### config.mk
export PLATFORM = sky130hd
export DESIGN_NAME = dt_peak_scan
export DESIGN_NICKNAME = d
export VERILOG_FILES = /design/src/rtl/dt_peak_scan.sv
export SDC_FILE = /design/constraint.sdc
export NUM_CORES = 1
export LEC_CHECK = 0
export BUFFER_PORTS_ARGS = -buffer_cell sky130_fd_sc_hd__buf_2
export CAP_MARGIN = 5
export CORE_ASPECT_RATIO = 1.25
export CORE_MARGIN = 5
export CORE_UTILIZATION = 30
export CTS_CLUSTER_SIZE = 8
export DETAILED_ROUTE_END_ITERATION = 8
export RECOVER_POWER = 25
export REMOVE_ABC_BUFFERS = 1
export SYNTH_ARGS = -nofsm -noshare
export SYNTH_HDL_FRONTEND = slang
export SYNTH_SLANG_ARGS = --single-unit
### constraint.sdc
create_clock -name clk -period 3.26 [get_ports clk]
set_clock_uncertainty 0.2 [all_clocks]
set_input_delay 0.489 -clock clk [delete_from_list [all_inputs] [get_ports clk]]
set_output_delay 0.489 -clock clk [all_outputs]
set_load 0.05 [all_outputs]
### src/rtl/dt_peak_scan.sv
// dt_peak_scan: raster scan of the 128x128 distance RAM reporting the peak value,
// where that peak first occurs, the foreground pixel count and the count at or above THRESH.
module dt_peak_scan #(
  parameter logic [7:0] THRESH = 8'd2
) (
  input  logic        clk,
  input  logic        reset,
  input  logic        start,
  output logic        res_rd,
  output logic [13:0] res_addr,
  input  logic [7:0]  res_di,
  output logic        busy,
  output logic        done,
  output logic [7:0]  max_val,
  output logic [13:0] max_addr,
  output logic [14:0] area,
  output logic [14:0] core_cnt
);
  localparam logic [1:0] IDLE = 2'd0, READ = 2'd1, DRAIN = 2'd2, FIN = 2'd3;
  logic [1:0]  state_q, state_d;
  logic        rd_q, rd_d, vld_q, vld_d;
  logic [13:0] addr_q, addr_d, paddr_q, paddr_d;
  logic [7:0]  max_val_q, max_val_d;
  logic [13:0] max_addr_q, max_addr_d;
  logic [14:0] area_q, area_d, core_q, core_d;
  always_comb begin
    state_d    = state_q;
    rd_d       = rd_q;
    addr_d     = addr_q;
    vld_d      = rd_q;
    paddr_d    = addr_q;
    max_val_d  = (vld_q && res_di > max_val_q) ? res_di : max_val_q;
    max_addr_d = (vld_q && res_di > max_val_q) ? paddr_q : max_addr_q;
    area_d     = area_q + 15'(vld_q && res_di != 8'd0);
    core_d     = core_q + 15'(vld_q && res_di >= THRESH);
    case (state_q)
      IDLE: if (start) begin
        state_d    = READ;
        rd_d       = 1'b1;
        addr_d     = '0;
        max_val_d  = '0;
        max_addr_d = '0;
        area_d     = '0;
        core_d     = '0;
      end
      READ: begin
        state_d = (addr_q == 14'h3fff) ? DRAIN : READ;
        rd_d    = (addr_q != 14'h3fff);
        addr_d  = (addr_q == 14'h3fff) ? addr_q : addr_q + 14'd1;
      end
      DRAIN:   state_d = FIN;
      default: state_d = IDLE;
    endcase
  end
  always_ff @(posedge clk or negedge reset) begin
    if (!reset) begin
      state_q    <= IDLE;
      rd_q       <= 1'b0;
      addr_q     <= '0;
      vld_q      <= 1'b0;
      paddr_q    <= '0;
      max_val_q  <= '0;
      max_addr_q <= '0;
      area_q     <= '0;
      core_q     <= '0;
    end else begin
      state_q    <= state_d;
      rd_q       <= rd_d;
      addr_q     <= addr_d;
      vld_q      <= vld_d;
      paddr_q    <= paddr_d;
      max_val_q  <= max_val_d;
      max_addr_q <= max_addr_d;
      area_q     <= area_d;
      core_q     <= core_d;
    end
  end
  assign res_rd   = rd_q;
  assign res_addr = addr_q;
  assign busy     = (state_q == READ) || (state_q == DRAIN);
  assign done     = (state_q == FIN);
  assign max_val  = max_val_q;
  assign max_addr = max_addr_q;
  assign area     = area_q;
  assign core_cnt = core_q;
endmodule

==> out/results.ini, run 1 <==
[status]
status=completed

[pwr]
p_leak_nw=2.303
power_density_mw_per_mm2=832.3
ir_drop_mv=0.3198

[layout]
mostFrequentLayoutCells=84 x dfrtp_1, 78 x buf_2, 42 x nor2_1, 39 x nand3_1, 29 x nand2_1
stdcell_count=627
final_nets=483
final_common_cell=dfrtp_1
final.fill_count=1280
drive_gt1_share_pct=22.88
antennaDiodeCount=0
syn_to_final_growth_pct=23.63

[routing]
vias=2935
viasPerCell=4.681
route.detailed.drc=0
drtIter0Drc=118
wl_per_cell_um=14.07
antenna_left=0
firstDrtPassIters=4
routed_wl_um=8824

[sta]
max_freq_mhz=425.7
worstMarginPinSlew_ns=1.049
period_share_pct=72.06
setup_viol=0
slew_violations=0
period_minus_slack_ns=2.349
slew-limit-headroom_pct=30.05
rsz0062_at_grt=false
finalHoldViolations=0
setup_slack_ns=0.9108
tns_ns=0

[clock_tree]
clkLatencyLatePin_ns=0.34
cts-root-buf=clkbuf_16
clkTransAtPathRegs_ns=0.06
cts_resized=0
hold_buffers=1
cts_tree=built
clock_sinks=84
cts_buffer_depth=2
htree_levels=3
postCtsSetupBuffers=0
numCtsBuffers=9

[logic_synthesis]
synth_warnings=0
ys_async_sr_fraction_pct=100.0
ys_seq_elements=84
synth_top_area_share_pct=54.16
postSynthAreaPerCell_um2=10.35
synth_cells=375
synth_top_cell_by_area=dfrtp_1
ys_seq_area_share_pct=54.16
synth_enable_flop_cells=0
ys.flop_type=dfrtp_1
syn_area_mm2=0.003881
netlist_top_cells_area=dfrtp_1 54%, xor2_1 6.1%, ha_1 5.8%, nand3_1 5.0%, nor2_1 4.1%
synthDistinctLibCells=41

[global_route]
antenna_found_initial=0
grt_use_total_pct=12.10
grt_pass1_wl_um=15020
grt_max_degree=45
grt_overflow=0
grt_pass1_vias=3061

[worst_setup_path]
path_class=reg -> reg
endpoint_kind=flip-flop
cp.required_ns=3.31
arrival_ns=2.40
critical_path.startpoint_type=flip-flop
cp_max_fo=30

[placed_design]
dp_hpwl_um=6492
io_buffers=79
placedCellCount=610
place.gp.congestion=0.7529
pre_cts_ws_ns=0.6112

[floorplanning]
die_h_um=137.2
core_mm2=0.01272
dieArea_mm2=0.01533
initial_core_util_pct=30.51
die-width_um=111.7
core.rowCount=46
pin_count=80

[run]
drv_cap=0

[min_path]
min_path_type=in -> reg

## final cells by class
class / count / area [um^2] / share of cell area [%]
clock inverters: 7 / 121.4 / 2.529
repair buffers: 85 / 467.9 / 9.752
inverters: 15 / 56.30 / 1.173
flip-flops and latches: 84 / 2102 / 43.81
well taps: 168 / 210.2 / 4.381
multi-input cells: 259 / 1615 / 33.66
clock buffers: 9 / 225.2 / 4.694
## cells in the mapped netlist (all sizes together) (8+ instances only)
cell type,number
ha,18
inv,15
o21ai,25
xor2,27
dfrtp,84
clkbuf,8
nand2,29
a21oi,8
o211ai,9
nand3,40
nor2,43
buf,9
## cell families after synthesis
kind of cell | synth area share (%)
DFF | 54.16
and+or+nand+nor | 18.47
adders and majority gates | 5.803
muxes | 0.2579
AOI/OAI and AO/OA | 9.639
xor gates and xnor gates | 7.447
buffers and inverters | 4.223
## stage by stage
stage	util, %	power, mW	hold slack, ns	instance area [um^2]
floorplan	-	2.422	-0.006591	3774
global placement	34.94	2.833	0.2288	4444
detailed placement	34.94	2.866	0.2378	4444
CTS	37.74	4.063	0.1982	4801
global route	37.72	4.238	0.2301	4798
finish	37.72	3.994	0.2162	4798
## critical path, cell delays in order, from the launching register on
cell and delay [ns]:
dfrtp_1 0.35, inv_1 0.08, ha_1 0.29, nand3_1 0.10
o221ai_1 0.18, o2111a_1 0.62, buf_12 0.26, nand3_1 0.09
o21ai_0 0.09
## report_power, final
group	total [mW]	internal (mW)	switching, mW
combinational	1.45	0.384	1.07
clock	1.17	0.753	0.415
sequential	1.37	1.22	0.152
total	3.99	2.36	1.64
## sequential cells by signal (all words and copies together) (netlist names)
signal	cells
res_addr	14
state_q	2
max_addr	14
core_cnt	15
area	15
paddr_q	14
vld_q	1
max_val	8
res_rd	1
## routing by layer
layer	up-vias	share of wire [%]	GRT usage [%]
li1	1457	-	-
met1	1407	43	14.27
met2	65	52	21.40
met3	6	4.8	3.295
met4	0	0.99	3.922
met5	-	0	0
## worst paths after layout
| check | from | to | slack, ns | cells past startpoint |
|---|---|---|---|---|
| min | res_di[6] | max_val[6]$_DFF_PN0_ | 0.22 | 3 |
| min in group asynchronous | reset | core_cnt[5]$_DFF_PN0_ | 0.67 | 2 |
| max in group asynchronous | reset | paddr_q[2]$_DFF_PN0_ | 1.41 | 3 |
| max reg2reg | max_val[2]$_DFF_PN0_ | max_addr[6]$_DFF_PN0_ | 0.91 | 8 |
| max | max_val[2]$_DFF_PN0_ | max_addr[6]$_DFF_PN0_ | 0.91 | 8 |
| min reg2reg | res_rd$_DFFE_PN0P_ | vld_q$_DFF_PN0_ | 0.24 | 0 |
Note: power is estimated with default switching activity, not from simulation.
==> inputs of run 2 (changes only) <==
Settings changed: ABC_AREA from default to 1.
Clock period 3.26 ns to 2 ns, I/O delays scaled along.
==> run 2 against run 1 <==
Die area up 10%; worst hold slack worse by 0.14 ns; final cell count up 34%; fmax up 20%; final area up 20%; via count up 29%; largest cell class unchanged; largest power group unchanged.
==> out/results.ini, run 2 <==
[logic_synthesis]
synth_top_cell_by_area=dfrtp_1  ; unchanged
synthAdderAreaFrac_pct=5.223  ; was 5.803%
ys_seq_area_share_pct=48.75  ; was 54.16%
synth-xor-area-share_pct=1.422  ; was 7.447%
synth_warnings=0  ; unchanged
syn_area_mm2=0.004312  ; was 0.003881 mm^2
synth_cells=536  ; was 375
synth_top_area_share_pct=48.75  ; was 54.16%
synth_top_family_by_area=simple AND/OR/NAND/NOR gates  ; unchanged
yosysMostFrequentCell=nand2_1  ; was dfrtp_1
synth_enable_flop_cells=0  ; unchanged
ys_async_sr_fraction_pct=100.0  ; unchanged
synthSimpleGateAreaFrac_pct=26.00  ; was 18.47%
synthTopCellsByCount=111 x nand2_1, 84 x dfrtp_1, 74 x inv_1, 72 x nor2_1, 46 x nand3_1  ; was 84 x dfrtp_1, 42 x nor2_1, 39 x nand3_1, 29 x nand2_1, 27 x xor2_1
synthDistinctLibCells=34  ; was 41
postSynthAreaPerCell_um2=8.044  ; was 10.35 um^2
ys.flop_type=dfrtp_1  ; unchanged
muxShareOfSynthArea_pct=0  ; was 0.2579%
synth_compound_area_share_pct=9.837  ; was 9.639%
netlist_top_cells_area=dfrtp_1 49%, nand2_1 9.7%, inv_1 6.4%, nor2_1 6.3%, nand3_1 5.3%  ; was dfrtp_1 54%, xor2_1 6.1%, ha_1 5.8%, nand3_1 5.0%, nor2_1 4.1%
ys_seq_elements=84  ; unchanged

[routing]
drtIter0Drc=204  ; was 118
antenna_left=0  ; unchanged
vias=3794  ; was 2935
firstDrtPassIters=5  ; was 4
wl_per_cell_um=12.73  ; was 14.07 um
route.detailed.drc=0  ; unchanged
viasPerCell=4.506  ; was 4.681
routed_wl_um=10720  ; was 8824 um

[floorplanning]
dieArea_mm2=0.01688  ; was 0.01533 mm^2
pin_count=80  ; unchanged
die-width_um=117.2  ; was 111.7 um
initial_core_util_pct=30.31  ; was 30.51%
die_h_um=144.0  ; was 137.2 um
core_mm2=0.01422  ; was 0.01272 mm^2
core.rowCount=49  ; was 46

[pwr]
ir_drop_mv=0.7794  ; was 0.3198 mV
power_density_mw_per_mm2=1579  ; was 832.3 mW/mm^2
p_leak_nw=2.967  ; was 2.303 nW
p_total_mw=9.072  ; was 3.994 mW

[worst_setup_path]
cp_max_fo=7  ; was 30
r2r-start=vld_q$_DFF_PN0_  ; was max_val[2]$_DFF_PN0_
critical_path.startpoint_type=flip-flop  ; unchanged
critPathCapture=core_cnt[13]$_DFF_PN0_  ; was max_addr[6]$_DFF_PN0_
cp.required_ns=2.02  ; was 3.31 ns
r2r_slack_ns=0.04  ; was 0.91 ns
critPathLaunch=vld_q$_DFF_PN0_  ; was max_val[2]$_DFF_PN0_
path_class=reg -> reg  ; unchanged
r2r_end=core_cnt[13]$_DFF_PN0_  ; was max_addr[6]$_DFF_PN0_
rr_worst_depth=10  ; was 8
arrival_ns=1.98  ; was 2.40 ns
endpoint_kind=flip-flop  ; unchanged

[clock_tree]
clock_sinks=84  ; unchanged
cts_buffer_depth=2  ; unchanged
clkLatencyLatePin_ns=0.33  ; was 0.34 ns
clkTransAtPathRegs_ns=0.06  ; about the same
numCtsBuffers=9  ; unchanged
cts-root-buf=clkbuf_16  ; unchanged
cts_tree=built  ; unchanged
htree_levels=3  ; unchanged

[status]
status=completed  ; unchanged

[placed_design]
pre_cts_ws_ns=-0.3670  ; was 0.6112 ns
dp_hpwl_um=7778  ; was 6492 um
place_area_mm2=0.005181  ; was 0.004444 mm^2
place.gp.congestion=0.8165  ; was 0.7529
placedCellCount=816  ; was 610
io_buffers=79  ; unchanged

[layout]
final_nets=690  ; was 483
final_area_mm2=0.005744  ; was 0.004798 mm^2
stdcell_count=842  ; was 627
final_common_cell=nand2_1  ; was dfrtp_1
final.fill_count=1414  ; was 1280
mostFrequentLayoutCells=104 x nand2_1, 84 x dfrtp_1, 78 x buf_2, 72 x inv_1, 67 x nor2_1  ; was 84 x dfrtp_1, 78 x buf_2, 42 x nor2_1, 39 x nand3_1, 29 x nand2_1
antennaDiodeCount=0  ; unchanged
drive_gt1_share_pct=28.46  ; was 22.88%
syn_to_final_growth_pct=33.23  ; was 23.63%
final_util_pct=40.39  ; was 37.72%

[min_path]
hp-start=start  ; was res_di[6]
min_path_type=in -> reg  ; unchanged

[sta]
max_freq_mhz=510.4  ; was 425.7 MHz
slew-limit-headroom_pct=47.69  ; was 30.05%
finalHoldViolations=0  ; unchanged
period_share_pct=97.96  ; was 72.06%
period_minus_slack_ns=1.959  ; was 2.349 ns
slew_violations=0  ; unchanged
worstMarginPinSlew_ns=0.7846  ; was 1.049 ns
setup_viol=0  ; unchanged
setup_slack_ns=0.04087  ; was 0.9108 ns
rsz0062_at_grt=true  ; was false

[global_route]
antenna_found_initial=0  ; unchanged
grt_max_degree=37  ; was 45
grt_pass1_vias=3621  ; was 3061
grt_overflow=0  ; unchanged
grt_use_total_pct=12.98  ; was 12.10%
grt_pass1_wl_um=17500  ; was 15020 um

[run]
drv_cap=0  ; unchanged

[run 2: critical path, cell delays in order (launching register included)]
cell and delay, ns:
dfrtp_1 0.33, inv_2 0.05, a31oi_1 0.17, ha_2 0.27, nand3_2 0.12, nor3_4 0.33
nand3_1 0.13, nand2_1 0.08, nand2_1 0.05, o21ai_0 0.07, inv_1 0.05
[run 2: repair_timing]
action,CTS,global route
pin swaps,8,13
cloned,0,2
setup endpoints to repair,7,37
gates resized for setup,15,33
hold buffers,1,0
hold endpoints to repair,28,0
setup buffers,3,6
[run 2: per-stage QoR]
step	hold WS, ns	TNS (ns)
after floorplan	-0.1956	-21.24
after global placement	0.07185	-3.920
after detailed placement	0.07118	-4.266
after CTS	0.07153	0
after global routing	0.09156	-3.094
final	0.07767	0
[run 2: kinds of logic after synthesis]
logic type,count (synthesis)
adders and majority gates,18
xor gates and xnor gates,7
buffers and inverters,93
and+or+nand+nor,259
DFF,84
AOI/OAI and AO/OA,75
[run 2: metal layers]
| metal | track usage (%) | part of all wire, % | routed length [um] |
|---|---|---|---|
| met5 | 0 | 0 | 0 |
| met3 | 2.302 | 4.0 | 430 |
| met2 | 22.47 | 52 | 5616 |
| met4 | 5.435 | 1.7 | 181 |
| met1 | 15.75 | 42 | 4491 |
[run 2: cell type report]
class                   count  area [um^2]  area share (%)
repair buffers            130        819.5           14.27
multi-input cells         359         2019           35.16
well taps                 178        222.7           3.877
clock inverters             2        35.03          0.6099
clock buffers              12        256.5           4.465
flip-flops and latches     84         2102           36.59
inverters                  77        289.0           5.032
[run 2: worst min path at each step]
stage | endpoint | cells after the start
6_report | core_cnt[13]$_DFF_PN0_ | 4
4_1_cts | core_cnt[13]$_DFF_PN0_ | 4
3_5_place_dp | area[13]$_DFF_PN0_ | 1
3_3_place_gp | core_cnt[11]$_DFF_PN0_ | 1
5_1_grt | core_cnt[13]$_DFF_PN0_ | 4
2_1_floorplan | area[0]$_DFF_PN0_ | 0
[run 2: report_power, final]
| group | internal, mW | leakage (nW) | switching, mW |
|---|---|---|---|
| Clock | 1.02 | 0.145 | 0.631 |
| Combinational | 1.42 | 1.77 | 3.30 |
| Sequential | 2.26 | 1.06 | 0.442 |
| Total | 4.70 | 2.97 | 4.37 |
==> inputs of run 3 (changes only) <==
Settings changed: CAP_MARGIN 5 to 20, HOLD_SLACK_MARGIN from default to 0.15.
==> run 3 against run 2 <==
Non-clock buffer count rose by 1; count of clock-buffer cells in the layout stayed put; sequential cell count stayed put; global-route usage about the same; fmax decreased by 0.20%; power about the same.
==> out/results.ini, run 3 (synthesis results as in run 2) <==
[status]
status=completed  ; unchanged

[floorplanning]
die-width_um=117.2  ; unchanged
dieArea_mm2=0.01688  ; unchanged
core_mm2=0.01422  ; unchanged
die_h_um=144.0  ; unchanged
pin_count=80  ; unchanged
core.rowCount=49  ; unchanged
initial_core_util_pct=30.31  ; unchanged

[sta]
max_freq_mhz=509.4  ; was 510.4 MHz
setup_viol=0  ; unchanged
finalHoldViolations=0  ; unchanged
setup_slack_ns=0.03692  ; was 0.04087 ns
period_minus_slack_ns=1.963  ; was 1.959 ns
slew-limit-headroom_pct=47.59  ; was 47.69%
worstMarginPinSlew_ns=0.7861  ; was 0.7846 ns
slew_violations=0  ; unchanged
period_share_pct=98.15  ; was 97.96%
rsz0062_at_grt=true  ; unchanged

[routing]
drtIter0Drc=203  ; was 204
wl_per_cell_um=12.72  ; was 12.73 um
antenna_left=0  ; unchanged
viasPerCell=4.491  ; was 4.506
vias=3786  ; was 3794
routed_wl_um=10730  ; was 10720 um
firstDrtPassIters=4  ; was 5
route.detailed.drc=0  ; unchanged

[worst_setup_path]
cp_max_fo=7  ; unchanged
critical_path.startpoint_type=flip-flop  ; unchanged
cp_cell_sequence=inv_2 -> a31oi_1 -> ha_2 -> nand3_2 -> nor3_4 -> nand3_1 -> nand2_1 -> nand2_1 -> o21ai_0 -> inv_1  ; unchanged
arrival_ns=1.99  ; was 1.98 ns
slowest_stage=dfrtp_1  ; unchanged
cp.required_ns=2.02  ; about the same
path_class=reg -> reg  ; unchanged
cpLargestDelayFamily=simple AND/OR/NAND/NOR gates  ; unchanged
endpoint_kind=flip-flop  ; unchanged
path_buf_inv=2  ; unchanged
cpPeakStageDelay_ns=0.33  ; about the same
crit_top_cell=nand2_1  ; unchanged

[placed_design]
io_buffers=79  ; unchanged
place.gp.congestion=0.8165  ; unchanged
place_area_mm2=0.005181  ; unchanged
dp_hpwl_um=7778  ; unchanged
pre_cts_ws_ns=-0.3670  ; unchanged

[global_route]
grt_use_total_pct=12.97  ; was 12.98%
grt_overflow=0  ; unchanged
antenna_found_initial=0  ; unchanged
grt_pass1_vias=3615  ; was 3621
grt_max_degree=37  ; unchanged
grt_pass1_wl_um=17480  ; was 17500 um

[layout]
final_util_pct=40.46  ; was 40.39%
final_nets=691  ; was 690
mostFrequentLayoutCells=104 x nand2_1, 84 x dfrtp_1, 78 x buf_2, 72 x inv_1, 67 x nor2_1  ; unchanged
drive_gt1_share_pct=28.42  ; was 28.46%
final_common_cell=nand2_1  ; unchanged
antennaDiodeCount=0  ; unchanged
syn_to_final_growth_pct=33.46  ; was 33.23%
final_area_mm2=0.005754  ; was 0.005744 mm^2

[pwr]
switchingPower_mw=4.375  ; was 4.371 mW
power_density_mw_per_mm2=1577  ; was 1579 mW/mm^2
p_sw_share_pct=48.20  ; was 48.19%
p_total_mw=9.077  ; was 9.072 mW
internal_power_mw=4.702  ; was 4.700 mW
ir_drop_mv=0.7794  ; about the same
seqPwrFrac_pct=29.8  ; was 29.7%
p_leak_nw=2.971  ; was 2.967 nW
pwr-share-comb_pct=52.0  ; was 52.1%
p_clk_share_pct=18.2  ; about the same

[clock_tree]
clkTransAtPathRegs_ns=0.06  ; about the same
cts-root-buf=clkbuf_16  ; unchanged
clkLatencyLatePin_ns=0.33  ; about the same
clock_sinks=84  ; unchanged
cts_buffer_depth=2  ; unchanged
cts_tree=built  ; unchanged
htree_levels=3  ; unchanged
numCtsBuffers=9  ; unchanged

[run]
drv_cap=0  ; unchanged

[min_path]
min_path_type=in -> reg  ; unchanged

## run 3: cell types whose count changed in the layout (fill, tap and decap cells not counted)
cell / before / now
dlygate4sd3_1: 1 / 2
## run 3: worst paths after layout
check                                   start                       to  slack (ns)  cells after the start
max                           vld_q$_DFF_PN0_   core_cnt[13]$_DFF_PN0_        0.04                     10
min                                 res_di[3]     max_val[3]$_DFF_PN0_        0.22                      6
max reg2reg                   vld_q$_DFF_PN0_   core_cnt[13]$_DFF_PN0_        0.04                     10
min reg2reg                res_rd$_DFFE_PN0P_          vld_q$_DFF_PN0_        0.25                      0
max in group asynchronous               reset  res_addr[5]$_DFFE_PN0P_        0.25                      3
min in group asynchronous               reset   core_cnt[11]$_DFF_PN0_        0.37                      2
## run 3: routing by layer
layer	up-vias	wire, um	GRT usage, %
met2	56	5632	22.47
met1	1750	4527	15.72
met3	12	383	2.302
met4	0	181	5.435
met5	-	0	0
li1	1968	-	-
## run 3: final cells by class
cell class	instances	area (um^2)
clock buffer	12	256.5
inverter	77	289.0
multi-input combinational	359	2019
clock inverter	2	35.03
fill	1413	8469
tap	178	222.7
sequential	84	2102
timing repair buffer	131	829.5
## run 3: per-stage QoR
stage                     hold WS [ns]  TNS (ns)  std cells
after floorplan                -0.1956    -21.24        520
after global placement         0.07185    -3.920        816
after detailed placement       0.07118    -4.266        816
after CTS                       0.2035         0        835
after global routing            0.2703    -3.094        843
final                           0.2236         0        843
## run 3: what timing repair did
action / CTS / global route
endpoints found under the hold margin: 85 / 0
setup buffers: 3 / 6
gates cloned: 0 / 2
gates resized for setup: 15 / 33
setup endpoints to repair: 7 / 37
pin swaps: 8 / 13
hold buffers: 2 / 0
## run 3: worst register-to-register path, cell delays in order, from the launching register on
cell and delay, ns:
dfrtp_1 0.33, inv_2 0.05, a31oi_1 0.17, ha_2 0.27, nand3_2 0.12, nor3_4 0.33, nand3_1 0.13, nand2_1 0.08
nand2_1 0.06, o21ai_0 0.07, inv_1 0.05
## run 3: power groups by stage
stage | sequential, mW | combinational (mW) | clock [mW]
4_1_cts | 2.67 | 4.53 | 1.69
5_1_grt | 2.78 | 5.16 | 1.76
3_3_place_gp | 2.68 | 4.36 | 0
6_report | 2.70 | 4.72 | 1.65
2_1_floorplan | 4.32 | 1.51 | 0
3_5_place_dp | 2.69 | 4.45 | 0
